[config.mk]
export PLATFORM = sky130hd
export DESIGN_NAME = spi_periph_bridge
export DESIGN_NICKNAME = d
export VERILOG_FILES = /design/src/rtl/spi_periph_pkg.sv /design/src/rtl/spi_edge_detect.sv /design/src/rtl/spi_periph_bridge.sv
export SDC_FILE = /design/constraint.sdc
export NUM_CORES = 1
export LEC_CHECK = 0
export CAP_MARGIN = 5
export CORE_MARGIN = 8
export CORE_UTILIZATION = 35
export CTS_BUF_LIST = sky130_fd_sc_hd__clkbuf_4 sky130_fd_sc_hd__clkbuf_8 sky130_fd_sc_hd__clkbuf_16
export DETAILED_ROUTE_END_ITERATION = 7
export RECOVER_POWER = 25
export SETUP_SLACK_MARGIN = 0.15
export SYNTH_ARGS = -nofsm -noshare
export SYNTH_HDL_FRONTEND = slang
export SYNTH_SLANG_ARGS = --single-unit
[constraint.sdc]
create_clock -name clk -period 4.1 [get_ports clk]
set_input_delay 0.615 -clock clk [delete_from_list [all_inputs] [get_ports clk]]
set_output_delay 0.615 -clock clk [all_outputs]
set_load 0.03 [all_outputs]
[src/rtl/spi_periph_pkg.sv]
// Shared types and frame constants for the SPI-to-peripheral register bridge.
package spi_periph_pkg;

    typedef enum logic [1:0] {
        IDLE = 2'd0,
        CMD  = 2'd1,
        DATA = 2'd2,
        DONE = 2'd3
    } state_t;

    localparam int CMD_BITS   = 8;
    localparam int DATA_BITS  = 8;
    localparam int RW_BIT     = 7;
    localparam int FRAME_BITS = CMD_BITS + DATA_BITS;

endpackage

[src/rtl/spi_edge_detect.sv]
// Registers the synchronized SPI clock and produces single-cycle rise/fall pulses.
module spi_edge_detect (
    input  logic clk,
    input  logic rst,
    input  logic spi_clk,
    output logic rise,
    output logic fall
);

    logic spi_clk_q;

    always_ff @(posedge clk) begin
        if (rst) begin
            spi_clk_q <= 1'b0;
        end else begin
            spi_clk_q <= spi_clk;
        end
    end

    assign rise = spi_clk & ~spi_clk_q;
    assign fall = ~spi_clk & spi_clk_q;

endmodule

[src/rtl/spi_periph_bridge.sv]
// SPI mode-0 slave turning 16-bit command/data frames into peripheral register strobes.
// Optional feature: define SPI_BURST_EN for auto-incrementing multi-byte bursts.
module spi_periph_bridge
    import spi_periph_pkg::*;
#(
    parameter int ADDR_W = 4,
    parameter int DATA_W = 8
) (
    input  logic              clk,
    input  logic              rst,
    input  logic              spi_cs_n,
    input  logic              spi_clk,
    input  logic              spi_mosi,
    output logic              spi_miso,
    output logic [ADDR_W-1:0] reg_addr,
    output logic [DATA_W-1:0] reg_wdata,
    output logic              reg_we,
    input  logic [DATA_W-1:0] reg_rdata,
    output logic              reg_re,
    output logic              frame_err
);

    localparam logic [4:0] CNT_CMD_LAST   = 5'(CMD_BITS - 1);
    localparam logic [4:0] CNT_CMD        = 5'(CMD_BITS);
    localparam logic [4:0] CNT_FRAME_LAST = 5'(FRAME_BITS - 1);
    localparam logic [4:0] CNT_FRAME      = 5'(FRAME_BITS);
`ifdef SPI_BURST_EN
    localparam logic [4:0] CNT_BURST_LAST = 5'(FRAME_BITS + DATA_BITS - 1);
`endif

    state_t            state;
    logic [4:0]        bit_cnt;
    logic [DATA_W-1:0] rx_sr;
    logic [DATA_W-1:0] tx_sr;
    logic [DATA_W-1:0] rx_next;
    logic              rw;
    logic              load_pending;
    logic              inc_pending;
    logic              rise;
    logic              fall;
    logic              byte_last;
    logic              at_boundary;

    spi_edge_detect u_edge (
        .clk     (clk),
        .rst     (rst),
        .spi_clk (spi_clk),
        .rise    (rise),
        .fall    (fall)
    );

    assign rx_next = {rx_sr[DATA_W-2:0], spi_mosi};

    // The first fall after a byte boundary must not shift: the master has not sampled tx[7] yet.
    assign at_boundary = (bit_cnt == CNT_CMD) || (bit_cnt == CNT_FRAME);

`ifdef SPI_BURST_EN
    assign byte_last = (bit_cnt == CNT_FRAME_LAST) || (bit_cnt == CNT_BURST_LAST);
`else
    assign byte_last = (bit_cnt == CNT_FRAME_LAST);
`endif

    assign spi_miso = (state == DATA && !rw) ? tx_sr[DATA_W-1] : 1'b0;

    always_ff @(posedge clk) begin
        if (rst) begin
            state        <= IDLE;
            bit_cnt      <= 5'd0;
            rx_sr        <= '0;
            tx_sr        <= '0;
            rw           <= 1'b0;
            load_pending <= 1'b0;
            inc_pending  <= 1'b0;
            reg_addr     <= '0;
            reg_wdata    <= '0;
            reg_we       <= 1'b0;
            reg_re       <= 1'b0;
            frame_err    <= 1'b0;
        end else begin
            reg_we    <= 1'b0;
            reg_re    <= 1'b0;
            frame_err <= 1'b0;

            // CS deassertion beats any coincident SPI clock edge and cancels pending strobes.
            if (spi_cs_n) begin
                if (state != IDLE && bit_cnt != 5'd0 && bit_cnt != CNT_FRAME) begin
                    frame_err <= 1'b1;
                end
                state        <= IDLE;
                bit_cnt      <= 5'd0;
                load_pending <= 1'b0;
                inc_pending  <= 1'b0;
            end else begin
                if (load_pending) begin
                    load_pending <= 1'b0;
                    if (!rw) begin
                        tx_sr  <= reg_rdata;
                        reg_re <= 1'b1;
                    end
                end
                if (inc_pending) begin
                    inc_pending  <= 1'b0;
                    reg_addr     <= reg_addr + ADDR_W'(1);
                    load_pending <= 1'b1;
                end

                case (state)
                    IDLE: begin
                        state   <= CMD;
                        bit_cnt <= 5'd0;
                    end
                    CMD: begin
                        if (rise) begin
                            rx_sr   <= rx_next;
                            bit_cnt <= bit_cnt + 5'd1;
                            if (bit_cnt == CNT_CMD_LAST) begin
                                rw           <= rx_next[RW_BIT];
                                reg_addr     <= rx_next[ADDR_W-1:0];
                                load_pending <= 1'b1;
                                state        <= DATA;
                            end
                        end
                    end
                    DATA: begin
                        if (rise) begin
                            rx_sr   <= rx_next;
                            bit_cnt <= bit_cnt + 5'd1;
                            if (byte_last) begin
                                if (rw) begin
                                    reg_we    <= 1'b1;
                                    reg_wdata <= rx_next;
                                end
`ifdef SPI_BURST_EN
                                bit_cnt     <= CNT_FRAME;
                                inc_pending <= 1'b1;
`else
                                state       <= DONE;
`endif
                            end
                        end else if (fall && !at_boundary && !rw) begin
                            tx_sr <= {tx_sr[DATA_W-2:0], 1'b0};
                        end
                    end
                    DONE: begin
                        bit_cnt <= CNT_FRAME;
                    end
                    default: begin
                        state <= IDLE;
                    end
                endcase
            end
        end
    end

endmodule

==> flow_summary.toml, run 1 <==
[status]
status = "complete, no violations"

[global_route]
antenna_found_initial = 0
busiest_layer = "met2"
gr-usage-met1_pct = 12.7
grt.overflow.total = 0
grt_max_degree = 26
met3_usage_pct = 3.41
grt_pass1_wl_um = 6750
grt_use_total_pct = 9.99
globalRouteMet2Util_pct = 15.0
first_global_vias = 1472

[clock_network]
tritoncts = "yes"
hold_buffers = 0
clock_path_buffers = 2
clkSinkCount = 40
htree_num_levels = 2
cts_buffers = 5
clkLatencyLatePin_ns = 0.29
cts_setup_buffers = 0
cts_resized = 0
cts.clk_slew.worst_paths_ns = 0.09
cts_root_buffer = "clkbuf_8"

[sta]
fin_tns_setup_ns = 0
skew_ns = 0.00781
post-route-period-util_pct = 61.1
finalCriticalPeriod_ns = 2.51
setup_viol = 0
drv_slew = 0
rsz0062_at_grt = "no"
slew_headroom_pct = 38.7
worstMarginPinSlew_ns = 0.917
hold_slack_ns = 0.473
fmax_mhz = 399
hold_violations = 0
setup_ws_ns = 1.59

[cells_and_area]
drive_gt1_share_pct = 9.29
antennaDiodeCount = 0
final_core_util_pct = 43.7
fin_cells = 298
nets = 247
syn_to_final_growth_pct = 23.4
finalInstanceArea_sq_um = 2360

[placement]
place.gp.congestion = 0.738
dpl.hpwl_um = 2660
numPortBuffers = 28
dp_cells = 290
post-place-ws_ns = 1.48
placed_cell_area_sq_um = 2250

[setup_path]
path_buf_inv = 2
cp_top_family = "buffers and inverters"
crit_fanout = 5
r2r.worst_path.cells = 8
critPathLaunch = "state[0]"
arrival_ns = 1.89
critPathSlowestCell = "clkdlybuf4s50_1"
crit_cells = 4
worstReg2RegStart = "bit_cnt[1]"
slowest_delay_ns = 0.59
end_kind = "output port"
crit_type = "reg2out"
cp-start-kind = "register"
crit_chain = "inv_1, ha_1, and3b_1, clkdlybuf4s50_1"
cp.required_ns = 3.48

[routing]
wirelength_um = 3860
drt-initial-drc-count = 79
viasPerCell = 4.88
postRouteAntennaNets = 0
num_vias = 1453
firstDrtPassIters = 4
wl_per_cell_um = 12.9
drcViolationCount = 0

[pwr]
pwr-share-seq_pct = 49.8
p_leak_nw = 0.827
power_density_nw_per_um2 = 335
p_clk_share_pct = 41.8
p_sw_mw = 0.188
p_comb_share_pct = 8.4
p_total_mw = 0.792
switching_share_pct = 23.7
ir_drop_uv = 214
internal_power_mw = 0.604

[logic_synthesis]
synthCells = 200
synth_edf_count = 0
avgSynthCellArea_sq_um = 9.57
ys_seq_area_share_pct = 41.8
syn_area_sq_um = 1910
synthDistinctLibCells = 41
ys_ff_latch = 40
synthArstFlopShare_pct = 0
synth_fp_nets = 222
synth-main-ff-cell = "dfxtp_1"
yosysWarnings = 0

[run]
drv_cap = 0

[floorplan]
core_sq_um = 5410
std_cell_rows = 27
boundaryPins = 29
die_w_um = 90.0
initial_core_util_pct = 35.4
dieArea_sq_um = 8090
die_height_um = 90.0

[min_path]
hp-start = "load_pending"
hold_path.class = "reg2reg"
hold_path_depth = 2
==> cell usage in the layout, fill, tap and decap left out, types with 2 or more instances in the layout <==
master / netlist / layout
mux2_2: 7 / 7
a21oi_1: 3 / 3
or3_1: 2 / 2
dlygate4sd3_1: 0 / 12
o211ai_1: 7 / 7
inv_1: 8 / 8
nor2_1: 27 / 27
dfxtp_1: 40 / 40
o21ai_0: 5 / 5
nor2b_1: 2 / 2
buf_4: 0 / 3
clkdlybuf4s50_1: 0 / 16
or4b_1: 8 / 8
nor3_1: 2 / 2
nand3_1: 9 / 9
nor3b_1: 2 / 2
mux2i_1: 22 / 22
ha_1: 9 / 9
nand2b_1: 2 / 2
nand2_1: 12 / 12
clkbuf_8: 0 / 5
==> worst paths after layout <==
| path | end | slack [ns] |
|---|---|---|
| worst max-delay path | spi_miso | 1.59 |
| worst min-delay path | reg_re | 0.47 |
| worst max register to register | reg_wdata[3] | 2.07 |
| worst min register to register | reg_re | 0.47 |
==> cells in the mapped netlist, types with 2 or more instances <==
| library cell | number | area share, % |
|---|---|---|
| mux2_2 | 7 | 4.1 |
| inv_1 | 8 | 1.6 |
| clkbuf_1 | 8 | 1.6 |
| nand2_1 | 12 | 2.4 |
| nand3_1 | 9 | 2.4 |
| nor2b_1 | 2 | 0.65 |
| buf_2 | 3 | 0.78 |
| nor3b_1 | 2 | 0.78 |
| nor2_1 | 27 | 5.3 |
| nor3_1 | 2 | 0.52 |
| mux2i_1 | 22 | 12 |
| o21ai_0 | 5 | 1.3 |
| nand2b_1 | 2 | 0.65 |
| ha_1 | 9 | 5.9 |
| dfxtp_1 | 40 | 42 |
| or3_1 | 2 | 0.65 |
| or4b_1 | 8 | 4.2 |
| o211ai_1 | 7 | 2.7 |
| a21oi_1 | 3 | 0.78 |
==> kinds of logic after synthesis <==
family,after synthesis,synth area share (%)
buffers and inverters,21,4.71
adders and majority gates,9,5.88
muxes,29,15.6
AOI/OAI and AO/OA,22,7.78
DFF,40,41.8
and+or+nand+nor,77,23.3
xor gates and xnor gates,2,0.915
==> worst reg2reg max path, stage by stage (launching register included) <==
cell and delay, ns:
dfxtp_1 0.38, ha_1 0.20, nand2_1 0.16, nor2_1 0.13, ha_1 0.18, nand3_1 0.14
nor3_4 0.45, mux2i_1 0.25, nor2_1 0.05
==> power by group through the flow <==
stage	Clock (mW)	Sequential, mW	Combinational [mW]
after global routing	0.357	0.396	0.0751
after detailed placement	0	0.404	0.0672
after global placement	0	0.404	0.0671
after floorplan	0	0.403	0.0453
final	0.331	0.395	0.0665
after CTS	0.340	0.395	0.0674
==> final cells by class <==
class / count / area, sq um
Clock inverter: 3 / 46.3
Fill cell: 538 / 3040
Tap cell: 72 / 90.1
Timing Repair Buffer: 31 / 303
Sequential cell: 40 / 801
Inverter: 8 / 30.0
Multi-Input combinational cell: 139 / 1020
Clock buffer: 5 / 68.8
==> registers in the layout, indices dropped and copies added (netlist names) <==
register and cells:
rx_sr 7, tx_sr 8, bit_cnt 5, reg_re 1
state 2, rw 1, reg_we 1, u_edge.spi_clk_q 1
reg_wdata 8, load_pending 1, frame_err 1, reg_addr 4
==> per-layer routing <==
layer / wire length (um) / up-vias / part of all wire (%)
met2: 1660 / 26 / 43
li1: - / 749 / -
met1: 1980 / 671 / 51
met5: 0 / - / 0
met4: 64 / 0 / 1.7
met3: 152 / 7 / 3.9
Power figures use the tool's default switching activity.
==> run 2: changes to the inputs <==
clock period = 2.5 ns   (was 4.1 ns; I/O delays follow)
==> run 2 against run 1 <==
Against the previous run: sequential share of layout area down 0.21 points; worst setup slack worse by 1.0 ns; critical endpoint is now rw; highest routed layer unchanged; via count up 1.2%; final cell count up 1.0%.
==> flow_summary.toml, run 2 (same netlist as run 1, synthesis figures left out) <==
[clock_network]
cts_buffers = 5
clock_path_buffers = 2
clkLatencyLatePin_ns = 0.29
cts_resized = 0
cts_setup_buffers = 0
htree_num_levels = 2
hold_buffers = 0
tritoncts = "yes"
clkSinkCount = 40
cts_root_buffer = "clkbuf_8"
cts.clk_slew.worst_paths_ns = 0.08

[global_route]
grt_use_total_pct = 10.3
grt_pass1_wl_um = 6850
antenna_found_initial = 0
first_global_vias = 1444
grt_max_degree = 23
grt.overflow.total = 0

[min_path]
hold_path.class = "reg2reg"

[setup_path]
slowest_delay_ns = 0.43
rrSetupSlack_ns = 0.55
cp-start-kind = "register"
crit_fanout = 5
crit_chain = "inv_1, ha_1, or3b_1, nor4_4, mux2i_1, nor2_1"
critPathLaunch = "state[1]"
arrival_ns = 2.13
crit_type = "reg2reg"
critPathSlowestCell = "or3b_1"
r2r_end = "rw"
worstSetupEndpoint = "rw"
end_kind = "register"
cp.required_ns = 2.68
worstReg2RegStart = "state[1]"
r2r.worst_path.cells = 6

[status]
status = "complete, no violations"

[sta]
slew_headroom_pct = 49.0
hold_slack_ns = 0.469
setup_viol = 0
hold_violations = 0
drv_slew = 0
worstMarginPinSlew_ns = 0.765
skew_ns = 0.00989
post-route-period-util_pct = 78.0
fmax_mhz = 513
fin_tns_setup_ns = 0
setup_ws_ns = 0.550
finalCriticalPeriod_ns = 1.95
rsz0062_at_grt = "no"

[cells_and_area]
nets = 250
multi_input_area_sq_um = 1020
mostFrequentLayoutCell = "dfxtp_1"
layout_common_cells = "dfxtp_1, nor2_1, mux2i_1, clkdlybuf4s50_1, nand2_1"
seq_area_sq_um = 801
syn_to_final_growth_pct = 24.2
finalInstanceArea_sq_um = 2380
reg_top3 = "reg_wdata x8, tx_sr x8, rx_sr x7"
antennaDiodeCount = 0
fillers = 550
drive_gt1_share_pct = 9.61

[floorplan]
die_height_um = 90.0
boundaryPins = 29
dieArea_sq_um = 8090
core_sq_um = 5410
std_cell_rows = 27
die_w_um = 90.0
initial_core_util_pct = 35.4

[placement]
numPortBuffers = 28
placed_cell_area_sq_um = 2270
place.gp.congestion = 0.790
dpl.hpwl_um = 2830
post-place-ws_ns = 0.301

[pwr]
p_leak_nw = 0.854
p_total_mw = 1.29
power_density_nw_per_um2 = 544
ir_drop_uv = 331

[run]
drv_cap = 0

[routing]
postRouteAntennaNets = 0
num_vias = 1470
drcViolationCount = 0
drt-initial-drc-count = 56
firstDrtPassIters = 4
viasPerCell = 4.88
wirelength_um = 3970
wl_per_cell_um = 13.2
-- run 2: changes by cell type in the layout (fill, tap and decap cells not counted), sizes merged --
cell	before	now
buf	3	5
clkbuf	5	6
clkinv	0	1
dlygate4sd3	12	11
dlymetal6s2s	0	1
inv	9	8
-- run 2: worst min-delay path by stage --
stage                       startpoint     end  slack [ns]  depth (start not counted)
after CTS                 load_pending  reg_re        0.47                          2
final                     load_pending  reg_re        0.47                          2
after detailed placement  load_pending  reg_re        0.46                          2
after global routing      load_pending  reg_re        0.49                          2
after global placement    load_pending  reg_re        0.46                          2
after floorplan           load_pending  reg_re        0.44                          2
-- run 2: final cells by class --
cell class	count	share of cell area, %
multi-input cells	139	42.9
flip-flops and latches	40	33.7
repair buffers	34	13.6
well taps	72	3.79
clock buffers	5	2.89
clock inverters	3	1.79
inverters	8	1.26
-- run 2: report_power, final --
| part | total [mW] | switching (mW) | internal, mW |
|---|---|---|---|
| combinational | 0.110 | 0.0616 | 0.0486 |
| clock | 0.535 | 0.240 | 0.296 |
| sequential | 0.647 | 0.00561 | 0.642 |
| total | 1.29 | 0.307 | 0.986 |
-- run 2: critical path, delay by kind of cell, from the launching register on --
kind,cells,cell delay [ns]
adder cells (fa/ha/maj),1,0.20
buffers and inverters,1,0.14
flip-flops,1,0.36
multiplexers,1,0.25
AND/OR/NAND/NOR,3,0.90
-- run 2: through the flow --
step / cells / util [%]
floorplan: 200 / -
global placement: 293 / 42.0
detailed placement: 293 / 42.0
CTS: 301 / 44.1
global route: 301 / 44.0
finish: 301 / 44.0
-- run 2: metal layers --
layer | GRT usage (%) | vias up | wire length (um) | part of all wire, %
li1 | - | 762 | - | -
met1 | 12.4 | 680 | 1940 | 49
met2 | 15.8 | 23 | 1750 | 44
met3 | 4.41 | 5 | 221 | 5.6
met4 | 3.74 | 0 | 63 | 1.6
met5 | 0 | - | 0 | 0
